==> src/rtl/freq_meter_core_if.sv <==
// -----------------------------------------------------------------------------
// freq_meter_core_if
// Signal bundle between the frequency meter core and its surroundings.
//   sigin     signal under test (asynchronous to sysclk)
//   freq      edges counted in the last completed gate window
//   freq_vld  one-cycle pulse when freq/overflow update
//   overflow  last gate window saturated the edge counter
//   freq_bcd  8 BCD digits of freq (zero when the converter is not built)
//   bcd_vld   one-cycle pulse when freq_bcd updates
// Modports: master = meter core, slave = signal source / readout side.
// -----------------------------------------------------------------------------
interface freq_meter_core_if #(
    parameter int unsigned COUNT_W = 24
);
    logic               sigin;
    logic [COUNT_W-1:0] freq;
    logic               freq_vld;
    logic               overflow;
    logic [31:0]        freq_bcd;
    logic               bcd_vld;

    modport master (
        input  sigin,
        output freq, freq_vld, overflow, freq_bcd, bcd_vld
    );

    modport slave (
        output sigin,
        input  freq, freq_vld, overflow, freq_bcd, bcd_vld
    );
endinterface

==> src/rtl/freq_meter_core.sv <==
// -----------------------------------------------------------------------------
// freq_meter_core
// Counts rising edges of an asynchronous square wave over back-to-back gate
// windows of GATE_CYCLES sysclk cycles and publishes the count as a frequency.
// Optional binary-to-BCD converter built when the macro FREQ_BCD_EN is defined;
// without it freq_bcd and bcd_vld are tied low.
// Ports:
//   sysclk  system clock
//   reset   synchronous, active-high reset
//   bus     freq_meter_core_if.master (sigin in; freq, freq_vld, overflow,
//           freq_bcd, bcd_vld out)
// Parameters:
//   GATE_CYCLES  sysclk cycles per gate window (>= COUNT_W+4)
//   COUNT_W      width of the edge counter and result (<= 26 with BCD)
//
// BCD converter states:
//   state    | meaning
//   ST_IDLE  | waiting for freq_vld
//   ST_SHIFT | double-dabble, one bit per cycle, COUNT_W cycles
//   ST_DONE  | publish scratch to freq_bcd, pulse bcd_vld
// -----------------------------------------------------------------------------
module freq_meter_core #(
    parameter int unsigned GATE_CYCLES = 100_000_000,
    parameter int unsigned COUNT_W     = 24
) (
    input  logic              sysclk,
    input  logic              reset,
    freq_meter_core_if.master bus
);

    localparam int unsigned      GW        = (GATE_CYCLES > 1) ? $clog2(GATE_CYCLES) : 1;
    localparam logic [GW-1:0]    GATE_LAST = GW'(GATE_CYCLES - 1);
    localparam logic [COUNT_W-1:0] CNT_MAX = '1;

    logic               sync1, sync2, sync3;
    logic               rise;
    logic [GW-1:0]      gate_cnt;
    logic               tick;
    logic [COUNT_W-1:0] edge_cnt;
    logic               sat;
    logic               cnt_full;
    logic [COUNT_W-1:0] freq_r;
    logic               freq_vld_r;
    logic               overflow_r;

    // Two flops to resolve metastability, third flop for edge detection.
    always_ff @(posedge sysclk) begin
        if (reset) begin
            sync1 <= 1'b0;
            sync2 <= 1'b0;
            sync3 <= 1'b0;
        end else begin
            sync1 <= bus.sigin;
            sync2 <= sync1;
            sync3 <= sync2;
        end
    end

    assign rise = sync2 & ~sync3;

    always_ff @(posedge sysclk) begin
        if (reset) begin
            gate_cnt <= '0;
        end else if (tick) begin
            gate_cnt <= '0;
        end else begin
            gate_cnt <= gate_cnt + 1'b1;
        end
    end

    assign tick     = (gate_cnt == GATE_LAST);
    assign cnt_full = (edge_cnt == CNT_MAX);

    // A rise on the tick cycle is folded into the ending window, so windows
    // abut with no lost or double-counted edges.
    always_ff @(posedge sysclk) begin
        if (reset) begin
            edge_cnt   <= '0;
            sat        <= 1'b0;
            freq_r     <= '0;
            freq_vld_r <= 1'b0;
            overflow_r <= 1'b0;
        end else if (tick) begin
            freq_r     <= cnt_full ? CNT_MAX : edge_cnt + COUNT_W'(rise);
            overflow_r <= sat | (cnt_full & rise);
            freq_vld_r <= 1'b1;
            edge_cnt   <= '0;
            sat        <= 1'b0;
        end else begin
            freq_vld_r <= 1'b0;
            if (rise) begin
                if (cnt_full) begin
                    sat <= 1'b1;
                end else begin
                    edge_cnt <= edge_cnt + 1'b1;
                end
            end
        end
    end

    assign bus.freq     = freq_r;
    assign bus.freq_vld = freq_vld_r;
    assign bus.overflow = overflow_r;

`ifdef FREQ_BCD_EN
    localparam int unsigned    IW         = (COUNT_W > 1) ? $clog2(COUNT_W) : 1;
    localparam logic [IW-1:0]  SHIFT_LAST = IW'(COUNT_W - 1);

    localparam logic [1:0] ST_IDLE  = 2'd0;
    localparam logic [1:0] ST_SHIFT = 2'd1;
    localparam logic [1:0] ST_DONE  = 2'd2;

    logic [1:0]         state;
    logic [COUNT_W-1:0] shreg;
    logic [31:0]        scratch;
    logic [31:0]        scratch_adj;
    logic [31:0]        bcd_r;
    logic [IW-1:0]      bit_idx;
    logic               bcd_vld_r;

    // Pre-shift correction: any digit >= 5 would exceed 9 after doubling.
    always_comb begin
        scratch_adj = scratch;
        for (int k = 0; k < 8; k++) begin
            if (scratch[4*k +: 4] >= 4'd5) begin
                scratch_adj[4*k +: 4] = scratch[4*k +: 4] + 4'd3;
            end
        end
    end

    always_ff @(posedge sysclk) begin
        if (reset) begin
            state     <= ST_IDLE;
            shreg     <= '0;
            scratch   <= '0;
            bcd_r     <= '0;
            bit_idx   <= '0;
            bcd_vld_r <= 1'b0;
        end else begin
            bcd_vld_r <= 1'b0;
            case (state)
                ST_IDLE: begin
                    if (freq_vld_r) begin
                        shreg   <= freq_r;
                        scratch <= '0;
                        bit_idx <= '0;
                        state   <= ST_SHIFT;
                    end
                end
                ST_SHIFT: begin
                    scratch <= {scratch_adj[30:0], shreg[COUNT_W-1]};
                    shreg   <= shreg << 1;
                    bit_idx <= bit_idx + 1'b1;
                    if (bit_idx == SHIFT_LAST) begin
                        state <= ST_DONE;
                    end
                end
                ST_DONE: begin
                    bcd_r     <= scratch;
                    bcd_vld_r <= 1'b1;
                    state     <= ST_IDLE;
                end
                default: state <= ST_IDLE;
            endcase
        end
    end

    assign bus.freq_bcd = bcd_r;
    assign bus.bcd_vld  = bcd_vld_r;
`else
    assign bus.freq_bcd = 32'd0;
    assign bus.bcd_vld  = 1'b0;
`endif

endmodule

==> src/flat_wrapper.sv <==
// flat-port wrapper written by rule: the top's interface ports become plain ports
module freq_meter_core_flat 
#(
    parameter int unsigned GATE_CYCLES = 100_000_000,
    parameter int unsigned COUNT_W     = 24
)
  (sysclk, reset, bus_sigin, bus_freq, bus_freq_vld, bus_overflow, bus_freq_bcd, bus_bcd_vld);
  freq_meter_core_if #(.COUNT_W(COUNT_W)) bus_i ();
  input  logic sysclk;
  input  logic reset;
  input wire logic [$bits(bus_i.sigin)-1:0] bus_sigin;
  output wire logic [$bits(bus_i.freq)-1:0] bus_freq;
  output wire logic [$bits(bus_i.freq_vld)-1:0] bus_freq_vld;
  output wire logic [$bits(bus_i.overflow)-1:0] bus_overflow;
  output wire logic [$bits(bus_i.freq_bcd)-1:0] bus_freq_bcd;
  output wire logic [$bits(bus_i.bcd_vld)-1:0] bus_bcd_vld;
  assign bus_i.sigin = bus_sigin;
  assign bus_freq = bus_i.freq;
  assign bus_freq_vld = bus_i.freq_vld;
  assign bus_overflow = bus_i.overflow;
  assign bus_freq_bcd = bus_i.freq_bcd;
  assign bus_bcd_vld = bus_i.bcd_vld;
  freq_meter_core #(.GATE_CYCLES(GATE_CYCLES), .COUNT_W(COUNT_W)) u_core (.sysclk(sysclk), .reset(reset), .bus(bus_i));
endmodule
==> config.mk <==
export PLATFORM = sky130hd
export DESIGN_NAME = freq_meter_core_flat
export DESIGN_NICKNAME = d
export VERILOG_FILES = /design/src/rtl/freq_meter_core_if.sv /design/src/rtl/freq_meter_core.sv /design/src/flat_wrapper.sv
export SDC_FILE = /design/constraint.sdc
export NUM_CORES = 1
export LEC_CHECK = 0
export CORE_ASPECT_RATIO = 0.7
export CORE_MARGIN = 5
export CORE_UTILIZATION = 45
export CTS_CLUSTER_DIAMETER = 100
export DETAILED_ROUTE_END_ITERATION = 16
export PLACE_DENSITY = 0.68
export RECOVER_POWER = 25
export SYNTH_ARGS = -nofsm -noshare
export SYNTH_HDL_FRONTEND = slang
export SYNTH_SLANG_ARGS = --single-unit
==> constraint.sdc <==
create_clock -name sysclk -period 2.7 [get_ports sysclk]
set_input_delay 0.54 -clock sysclk [delete_from_list [all_inputs] [get_ports sysclk]]
set_output_delay 0.54 -clock sysclk [all_outputs]
set_load 0.01 [all_outputs]
==> results of run 1 <==
routing by layer:
layer	vias to the layer above	part of all wire	GRT usage
li1	1620	-	-
met1	1512	0.51	0.246
met2	112	0.40	0.220
met3	15	0.075	0.0390
met4	0	0.019	0.0607
met5	-	0	0
logic make-up (layout without fill, tap and decap cells):
kind of cell    after synthesis  count (layout)  share of synthesized area
buf+inv                      72              62                      0.112
flops                        81              81                      0.373
compound gates               57              57                      0.116
fa+ha+maj                     4               4                     0.0115
other cells                   1              33                   0.000862
xor+xnor                     67              67                      0.135
simple gates                202             202                      0.251
cell usage after synthesis (3+ instances only):
master     n  area [um2]
a211oi_1   9        67.6
a211oi_2  14         175
a21oi_1   14        70.1
and2_1     5        31.3
and3_1     8        50.1
and4_1     5        43.8
buf_2     11        55.1
buf_4     40         300
buf_6      4        45.0
clkbuf_1   5        18.8
dfxtp_1   81        1620
ha_1       4        50.1
inv_1      7        26.3
nand2_1   26        97.6
nand3_1   21         105
nand4_1   11        68.8
nor2_1    80         300
nor2b_1    3        18.8
nor3_1     8        40.0
nor4_1     5        31.3
o21bai_1   7        52.6
or2_2      4        25.0
or4_1      4        30.0
xnor2_1   48         420
xor2_1    19         166
final timing paths:
path	start	to	cells past startpoint
setup / recovery	reset	u_core.bus.freq[12]$_SDFFE_PP0P_	4
hold / removal	u_core.gate_cnt[0]$_SDFF_PP0_	u_core.gate_cnt[0]$_SDFF_PP0_	1
setup reg to reg	u_core.edge_cnt[1]$_SDFFE_PP0P_	u_core.bus.freq[1]$_SDFFE_PP0P_	6
hold reg to reg	u_core.gate_cnt[0]$_SDFF_PP0_	u_core.gate_cnt[0]$_SDFF_PP0_	1
area by class of cell:
class	count	share of cell area
clock buffers	12	0.0531
multi-input cells	363	0.488
flip-flops and latches	81	0.336
well taps	128	0.0332
inverters	8	0.00622
clock inverters	4	0.0106
repair buffers	38	0.0728
worst max-delay path: cells and delay by family:
kind	cells	cell delay [ns]
buffers and inverters	2	1.75
AO/OA/AOI/OAI	2	0.32
stage by stage:
stage	cells	hold WS, ns	instance area (um2)	setup WS (ns)
final	634	0.460	4830	0.269
after global placement	618	0.432	4530	0.451
after floorplan	516	0.414	4470	0.651
after global routing	634	0.479	4830	0.102
after CTS	634	0.463	4830	0.370
after detailed placement	618	0.447	4530	0.409
state kept, by name, summed over array words and instances (netlist names):
register	flops
u_core.sat	1
u_core.sync3	1
u_core.bus.freq_vld	1
u_core.gate_cnt	27
u_core.bus.overflow	1
u_core.sync1	1
u_core.sync2	1
u_core.bus.freq	24
u_core.edge_cnt	24
power by group through the flow:
stage | clock [mW] | sequential [mW] | combinational, mW
final | 1.25 | 1.21 | 0.0723
after global routing | 1.32 | 1.21 | 0.0813
after detailed placement | 0 | 1.23 | 0.0713
after floorplan | 0 | 1.23 | 0.0958
after CTS | 1.27 | 1.21 | 0.0716
after global placement | 0 | 1.23 | 0.0705
==> flow_summary.json, run 1 <==
{
  "run_status": "complete, but fails checks",
  "violations": "capacitance limit, slew limit",
  "wire_length_of_the_first_global_routing_pass_mm": 15.4,
  "floorplan.die.width_um": 128,
  "crit_path_top_delay_cell": "clkbuf_1",
  "totalWireLength_mm": 9.19,
  "max_clock_freq_mhz": 411,
  "timing.setup.tns_ns": 0,
  "power.sequential.fraction": 0.478,
  "crit_path_end_kind": "flop",
  "detail_route.wl_per_cell_um": 14.5,
  "route.antenna.remaining_nets": 0,
  "first_global_vias": 3042,
  "switching_share": 0.215,
  "max-clock-path-buffers": 2,
  "syn-instance-count": 484,
  "final.min_clock_period_ns": 2.43,
  "floorplan.core_area_um2": 9570,
  "clkSinkCount": 81,
  "power_report.internal_total_mw": 1.98,
  "comb_power_share": 0.029,
  "totalPowerFinal_mw": 2.53,
  "data_required_time_of_the_worst_path_ns": 2.89,
  "cts.repair_timing.setup_buffer_count": 0,
  "detailedRoute.firstPassIterationCount": 4,
  "critPathMaxStageDelay_ns": 1.15,
  "largest_voltage_drop_on_the_vdd_net_v": 0.000262,
  "drtIter0Drc": 252,
  "critPathArrivalTime_ns": 2.62,
  "ys_async_sr_fraction": 0,
  "max_fo_critical_path": 30,
  "place_hpwl_mm": 6.57,
  "vias": 3259,
  "antenna_diodes": 0,
  "yosys_register_bits": 81,
  "gp_congestion": 0.870,
  "cts-hold-fix-buffers": 0,
  "drt_drc_violations_left": 0,
  "p_per_area_nw_per_um2": 523,
  "multiInputGateArea_um2": 2360,
  "final_min_period_over_clock_period": 0.900,
  "synth-edff-count": 0,
  "register_area_um2": 1620,
  "average_via_count_per_standard_cell": 5.14,
  "hp-class": "flop to flop",
  "port_buffers": 28,
  "pin_count_of_the_biggest_net_entering_global_routing": 33,
  "timing.critical_path.cells": "dlygate4sd3_1 > clkbuf_1 > o21bai_1 > a21oi_1",
  "filler_cell_count": 881,
  "tightestPinTransition_ns": 1.56,
  "die_h_um": 92.3,
  "distinct_cell_type_count_after_synthesis": 54,
  "cap_violations": 1,
  "ws_path_type": "input pin to flop",
  "master_cell_of_the_clock_root_buffer": "clkbuf_16",
  "grt_setup_unrepaired": "no",
  "seq_area_frac_synth": 0.373,
  "static-leakage-power_nw": 1.69,
  "mostFrequentLayoutCell": "dfxtp_1",
  "commonest_cells_after_routing_fill_and_taps_aside": "dfxtp_1 (81), nor2_1 (80), xnor2_1 (48)",
  "finalSetupViolations": 0,
  "area_growth_pct": 11.0,
  "groute.usage.overall": 0.163,
  "tritoncts": "yes",
  "final-hold-violation-count": 0,
  "grt-ovfl-total": 0,
  "post_synth_instance_area_um2": 4350,
  "maxSlewHeadroom": -0.0410,
  "syn_avg_cell_area_um2": 8.99,
  "timing_max_transition_violations_final": 31,
  "cts.repair.resized": 0,
  "io_pins": 62,
  "fin_nets": 508,
  "numCtsBuffers": 9,
  "power.share.clock": 0.493,
  "num_rows": 30,
  "worst_skew_pair.late_latency_ns": 0.34,
  "largest_clock_skew_in_the_final_design_ns": 0.00935,
  "power_dissipated_by_switching_net_loads_mw": 0.543,
  "number_of_antenna_violations_at_the_first_check_in_global_routing": 0,
  "timing.reg2reg.setup_slack_ns": 0.37,
  "cts-htree-levels": 3,
  "drive_above_1_share": 0.117,
  "dominantRegCellSynth": "dfxtp_1",
  "clk_transition_reported_paths_ns": 0.06,
  "worstSetupStartpointType": "input pin",
  "ys.warnings.count": 0,
  "initial_core_util": 0.455,
  "design.die.area_um2": 11800,
  "layout.core_utilization": 0.505
}
No activity file was read; power rests on OpenSTA's default activity.
==> inputs of run 2 (changes only) <==
--- a/config.mk
+++ b/config.mk
@@ -5,11 +5,13 @@
 export SDC_FILE = /design/constraint.sdc
 export NUM_CORES = 1
 export LEC_CHECK = 0
+export CAP_MARGIN = 20
 export CORE_ASPECT_RATIO = 0.7
 export CORE_MARGIN = 5
 export CORE_UTILIZATION = 45
 export CTS_CLUSTER_DIAMETER = 100
 export DETAILED_ROUTE_END_ITERATION = 16
+export HOLD_SLACK_MARGIN = 0.06
 export PLACE_DENSITY = 0.68
 export RECOVER_POWER = 25
 export SYNTH_ARGS = -nofsm -noshare
==> constraint.sdc (replaced) <==
create_clock -name sysclk -period 2.7 [get_ports sysclk]
set_input_delay 0.405 -clock sysclk [delete_from_list [all_inputs] [get_ports sysclk]]
set_output_delay 0.405 -clock sysclk [all_outputs]
set_load 0.01 [all_outputs]
==> run 2 against run 1 <==
The flow still finishes with violations (capacitance limit, slew limit). Clock power hardly changed. Total power stayed put. Sequential share of layout area stayed put. Worst setup slack better by 0.098 ns. Core utilization stayed put. Global-route usage stayed put. Maximum frequency is 4.2% higher. Critical path depth is 2 higher. Clock-buffer cell count stayed put. Sequential power hardly changed. Die area stayed put.
==> flow_summary.json, run 2 (synthesis results as in run 1) <==
{
  "clk_transition_reported_paths_ns": 0.06,
  "minimum_setup_slack_after_placement_ns": 0.409,
  "tritoncts": "yes",
  "timing.critical_path.cells": "ha_1 > nand3_1 > or4_1 > nor2_8 > nor2_4 > a211oi_1",
  "number_of_antenna_violations_at_the_first_check_in_global_routing": 0,
  "area_growth_pct": 11.0,
  "cts.repair_timing.setup_buffer_count": 0,
  "p_per_area_nw_per_um2": 523,
  "totalWireLength_mm": 9.19,
  "first_global_vias": 3042,
  "largest_clock_skew_in_the_final_design_ns": 0.00935,
  "commonest_cells_after_routing_fill_and_taps_aside": "dfxtp_1 (81), nor2_1 (80), xnor2_1 (48)",
  "ws_path_type": "flop to flop",
  "finalSetupViolations": 0,
  "mostFrequentLayoutCell": "dfxtp_1",
  "timing_max_transition_violations_final": 31,
  "critPathArrivalTime_ns": 2.57,
  "final_min_period_over_clock_period": 0.864,
  "run_status": "complete, but fails checks",
  "pin_count_of_the_biggest_net_entering_global_routing": 33,
  "floorplan.core_area_um2": 9570,
  "vias": 3259,
  "worstSetupStartpointType": "flop",
  "initial_core_util": 0.455,
  "number_of_flip_flops_under_the_largest_register_name": 27,
  "totalPowerFinal_mw": 2.53,
  "grt_setup_unrepaired": "no",
  "groute.usage.overall": 0.163,
  "filler_cell_count": 881,
  "crit_path_top_delay_cell": "or4_1",
  "final-hold-violation-count": 0,
  "worst_skew_pair.late_latency_ns": 0.34,
  "cts.repair.resized": 0,
  "numCtsBuffers": 9,
  "place_hpwl_mm": 6.57,
  "port_buffers": 28,
  "max-clock-path-buffers": 2,
  "hp-class": "flop to flop",
  "layout.core_utilization": 0.505,
  "max_clock_freq_mhz": 429,
  "whs_ns": 0.460,
  "tightestPinTransition_ns": 1.56,
  "gp_congestion": 0.870,
  "cap_violations": 1,
  "max_fo_critical_path": 24,
  "data_required_time_of_the_worst_path_ns": 2.93,
  "floorplan.die.width_um": 128,
  "route.antenna.remaining_nets": 0,
  "clkSinkCount": 81,
  "violations": "capacitance limit, slew limit",
  "grt-ovfl-total": 0,
  "finalNonFillerCells": 634,
  "detail_route.wl_per_cell_um": 14.5,
  "antenna_diodes": 0,
  "crit_path_end_kind": "flop",
  "maxSlewHeadroom": -0.0410,
  "design.die.area_um2": 11800,
  "cts-hold-fix-buffers": 0,
  "die_h_um": 92.3,
  "post-route-worst-setup-slack_ns": 0.366,
  "io_pins": 62,
  "final.min_clock_period_ns": 2.33,
  "dpl.cell_count": 618,
  "fin_nets": 508,
  "cts-htree-levels": 3,
  "max_flop_register": "u_core.gate_cnt",
  "num_rows": 30,
  "static-leakage-power_nw": 1.69,
  "drive_above_1_share": 0.117,
  "detailedRoute.firstPassIterationCount": 4,
  "layout_cell_area_excl_fill_um2": 4830,
  "critPathMaxStageDelay_ns": 0.74,
  "drt_drc_violations_left": 0,
  "largest_voltage_drop_on_the_vdd_net_v": 0.000262,
  "wire_length_of_the_first_global_routing_pass_mm": 15.4,
  "master_cell_of_the_clock_root_buffer": "clkbuf_16",
  "average_via_count_per_standard_cell": 5.14,
  "timing.setup.tns_ns": 0,
  "drtIter0Drc": 252,
  "dpl_cell_area_um2": 4530
}
[run 2: changes by cell type in the layout (fill, tap and decap cells not counted), sizes merged]
cell,change
clkdlybuf4s50,-1
dlygate4sd3,+1
[run 2: path summary, 6_finish.rpt]
| path | start | endpoint | slack, ns | cells after the start |
|---|---|---|---|---|
| worst min register to register | u_core.gate_cnt[0]$_SDFF_PP0_ | u_core.gate_cnt[0]$_SDFF_PP0_ | 0.46 | 1 |
| worst max-delay path | u_core.edge_cnt[1]$_SDFFE_PP0P_ | u_core.bus.freq[1]$_SDFFE_PP0P_ | 0.37 | 6 |
| worst min-delay path | u_core.gate_cnt[0]$_SDFF_PP0_ | u_core.gate_cnt[0]$_SDFF_PP0_ | 0.46 | 1 |
| worst max register to register | u_core.edge_cnt[1]$_SDFFE_PP0P_ | u_core.bus.freq[1]$_SDFFE_PP0P_ | 0.37 | 6 |
[run 2: routing by layer]
layer	up-vias	GRT usage	share of wire
met5	-	0	0
met4	0	0.0607	0.019
met3	15	0.0390	0.075
met2	112	0.220	0.40
met1	1512	0.246	0.51
li1	1620	-	-
[run 2: layout make-up]
class	count	area (um2)	share of cell area
clock buffer	12	256	0.0531
inverter	8	30.0	0.00622
multi-input combinational	363	2360	0.488
tap	128	160	0.0332
timing repair buffer	38	352	0.0728
sequential	81	1620	0.336
clock inverter	4	51.3	0.0106
[run 2: worst max-delay path: cells and delay by family, from the launching register on]
kind                       cells  cell delay, ns
and+or+nand+nor                4            1.33
DFF                            1            0.44
AOI/OAI and AO/OA              1            0.26
adders and majority gates      1            0.22
[run 2: power by group]
| group | internal, mW | switching [mW] | total (mW) |
|---|---|---|---|
| Clock | 0.767 | 0.480 | 1.25 |
| Sequential | 1.20 | 0.00639 | 1.21 |
| Combinational | 0.0163 | 0.0559 | 0.0723 |
==> inputs of run 3 (changes only) <==
--- a/config.mk
+++ b/config.mk
@@ -12,8 +12,9 @@
 export CTS_CLUSTER_DIAMETER = 100
 export DETAILED_ROUTE_END_ITERATION = 16
 export HOLD_SLACK_MARGIN = 0.06
-export PLACE_DENSITY = 0.68
+export PLACE_DENSITY = 0.74
 export RECOVER_POWER = 25
+export SKIP_LAST_GASP = 1
 export SYNTH_ARGS = -nofsm -noshare
 export SYNTH_HDL_FRONTEND = slang
 export SYNTH_SLANG_ARGS = --single-unit
==> run 3 against run 2 <==
Critical endpoint is now u_core.bus.freq[0]$_SDFFE_PP0P_. Via count up 0.92%. Die area unchanged. Flip-flop and latch count is the same. Cell count rose by 0.32%. Largest power group is now registers. The flow now finishes without violations. Total power shrank 5.2%.
==> flow_summary.json, run 3 (synthesis results as in run 1) <==
{
  "run_status": "complete, no violations",
  "drt_drc_violations_left": 0,
  "ws_path_type": "flop to flop",
  "largest_voltage_drop_on_the_vdd_net_v": 0.000244,
  "clk_transition_reported_paths_ns": 0.06,
  "port_buffers": 28,
  "numCtsBuffers": 9,
  "worstHoldStart": "u_core.sync1$_SDFF_PP0_",
  "data_required_time_of_the_worst_path_ns": 2.87,
  "totalWireLength_mm": 9.05,
  "finalNonFillerCells": 636,
  "cts-hold-fix-buffers": 0,
  "wire_length_of_the_first_global_routing_pass_mm": 15.4,
  "detail_route.wl_per_cell_um": 14.2,
  "commonest_cells_after_routing_fill_and_taps_aside": "dfxtp_1 (81), nor2_1 (80), xnor2_1 (48)",
  "final.min_clock_period_ns": 2.36,
  "place_hpwl_mm": 6.43,
  "dpl.cell_count": 622,
  "tritoncts": "yes",
  "static-leakage-power_nw": 1.69,
  "multiInputGateArea_um2": 2360,
  "p_per_area_nw_per_um2": 498,
  "hp-class": "flop to flop",
  "worst_skew_pair.late_latency_ns": 0.34,
  "whs_ns": 0.458,
  "number_of_antenna_violations_at_the_first_check_in_global_routing": 0,
  "worst-r2r-cell-count": 5,
  "crit_path_end_kind": "flop",
  "design.die.area_um2": 11800,
  "grt_setup_unrepaired": "no",
  "vias": 3289,
  "area_growth_pct": 10.6,
  "average_via_count_per_standard_cell": 5.17,
  "worstSetupStartpointType": "flop",
  "number_of_flip_flops_under_the_largest_register_name": 27,
  "detailedRoute.firstPassIterationCount": 5,
  "die_h_um": 92.3,
  "floorplan.core_area_um2": 9570,
  "num_rows": 30,
  "maxSlewHeadroom": 0.370,
  "final-hold-violation-count": 0,
  "layout_cell_area_excl_fill_um2": 4810,
  "groute.usage.overall": 0.161,
  "clkSinkCount": 81,
  "io_pins": 62,
  "max_clock_freq_mhz": 423,
  "floorplan.die.width_um": 128,
  "r2r_start": "u_core.gate_cnt[11]$_SDFF_PP0_",
  "max-clock-path-buffers": 2,
  "gp_congestion": 0.863,
  "whs_path_depth": 1,
  "cts.repair.resized": 0,
  "route.antenna.remaining_nets": 0,
  "cts-htree-levels": 3,
  "critPathMaxStageDelay_ns": 0.65,
  "finalSetupViolations": 0,
  "initial_core_util": 0.455,
  "timing.reg2reg.setup_slack_ns": 0.34,
  "fin_nets": 512,
  "timing.setup.tns_ns": 0,
  "dpl_cell_area_um2": 4560,
  "antenna_diodes": 0,
  "timing_max_transition_violations_final": 0,
  "first_global_vias": 3173,
  "largest_clock_skew_in_the_final_design_ns": 0.00752,
  "timing.critical_path.cells": "or4b_1 > nor4_2 > nand3_1 > nor2_4 > a211oi_1",
  "final_min_period_over_clock_period": 0.876,
  "cts.repair_timing.setup_buffer_count": 0,
  "grt-ovfl-total": 0,
  "minimum_setup_slack_after_placement_ns": 0.390,
  "cap_violations": 0,
  "timing.hold.worst_endpoint": "u_core.sync2$_SDFF_PP0_",
  "mostFrequentLayoutCell": "dfxtp_1",
  "drtIter0Drc": 262,
  "critPathArrivalTime_ns": 2.53,
  "max_fo_critical_path": 24,
  "pin_count_of_the_biggest_net_entering_global_routing": 37,
  "post-route-worst-setup-slack_ns": 0.335,
  "filler_cell_count": 908,
  "crit_path_top_delay_cell": "nor2_4",
  "drive_above_1_share": 0.114,
  "master_cell_of_the_clock_root_buffer": "clkbuf_16",
  "tightestPinTransition_ns": 0.945,
  "critical_path.reg2reg.endpoint": "u_core.bus.freq[0]$_SDFFE_PP0P_",
  "register_area_um2": 1620,
  "max_flop_register": "u_core.gate_cnt"
}
==> run 3: final cells by class <==
cell class | instances | area share
multi-input combinational | 363 | 0.490
inverter | 8 | 0.00624
timing repair buffer | 42 | 0.0785
tap | 128 | 0.0333
clock buffer | 14 | 0.0548
sequential | 81 | 0.337
==> run 3: worst max-delay path by stage <==
stage / start / end / slack, ns / cells past startpoint
after CTS: u_core.edge_cnt[1]$_SDFFE_PP0P_ / u_core.bus.freq[0]$_SDFFE_PP0P_ / 0.34 / 6
after detailed placement: u_core.gate_cnt[11]$_SDFF_PP0_ / u_core.bus.freq[0]$_SDFFE_PP0P_ / 0.39 / 5
after global placement: u_core.gate_cnt[11]$_SDFF_PP0_ / u_core.bus.freq[1]$_SDFFE_PP0P_ / 0.47 / 5
after floorplan: u_core.sync3$_SDFF_PP0_ / u_core.bus.freq[18]$_SDFFE_PP0P_ / 0.65 / 9
after global routing: u_core.edge_cnt[1]$_SDFFE_PP0P_ / u_core.bus.freq[0]$_SDFFE_PP0P_ / 0.18 / 6
final: u_core.gate_cnt[11]$_SDFF_PP0_ / u_core.bus.freq[0]$_SDFFE_PP0P_ / 0.34 / 5
==> run 3: layer usage <==
metal / part of all wire / track usage / wire [um] / up-vias
met5: 0 / 0 / 0 / -
met4: 0.0061 / 0.0286 / 55 / 0
met3: 0.066 / 0.0559 / 596 / 6
met2: 0.44 / 0.241 / 3940 / 81
met1: 0.49 / 0.225 / 4460 / 1572
li1: - / - / - / 1630
==> run 3: power by group <==
part	switching, mW	leakage [nW]	internal (mW)
Sequential	0.00627	0.653	1.20
Combinational	0.0558	0.903	0.0163
Clock	0.450	0.129	0.664
==> run 3: per-stage QoR <==
stage	utilization	power, mW
floorplan	-	1.33
global route	0.503	2.49
global placement	0.476	1.31
CTS	0.504	2.42
finish	0.503	2.39
detailed placement	0.476	1.31
==> run 3: critical path: cells and delay by family, from the launching register on <==
kind            cells  cell delay [ns]
compound gates      1             0.19
flops               1             0.34
simple gates        4             1.66
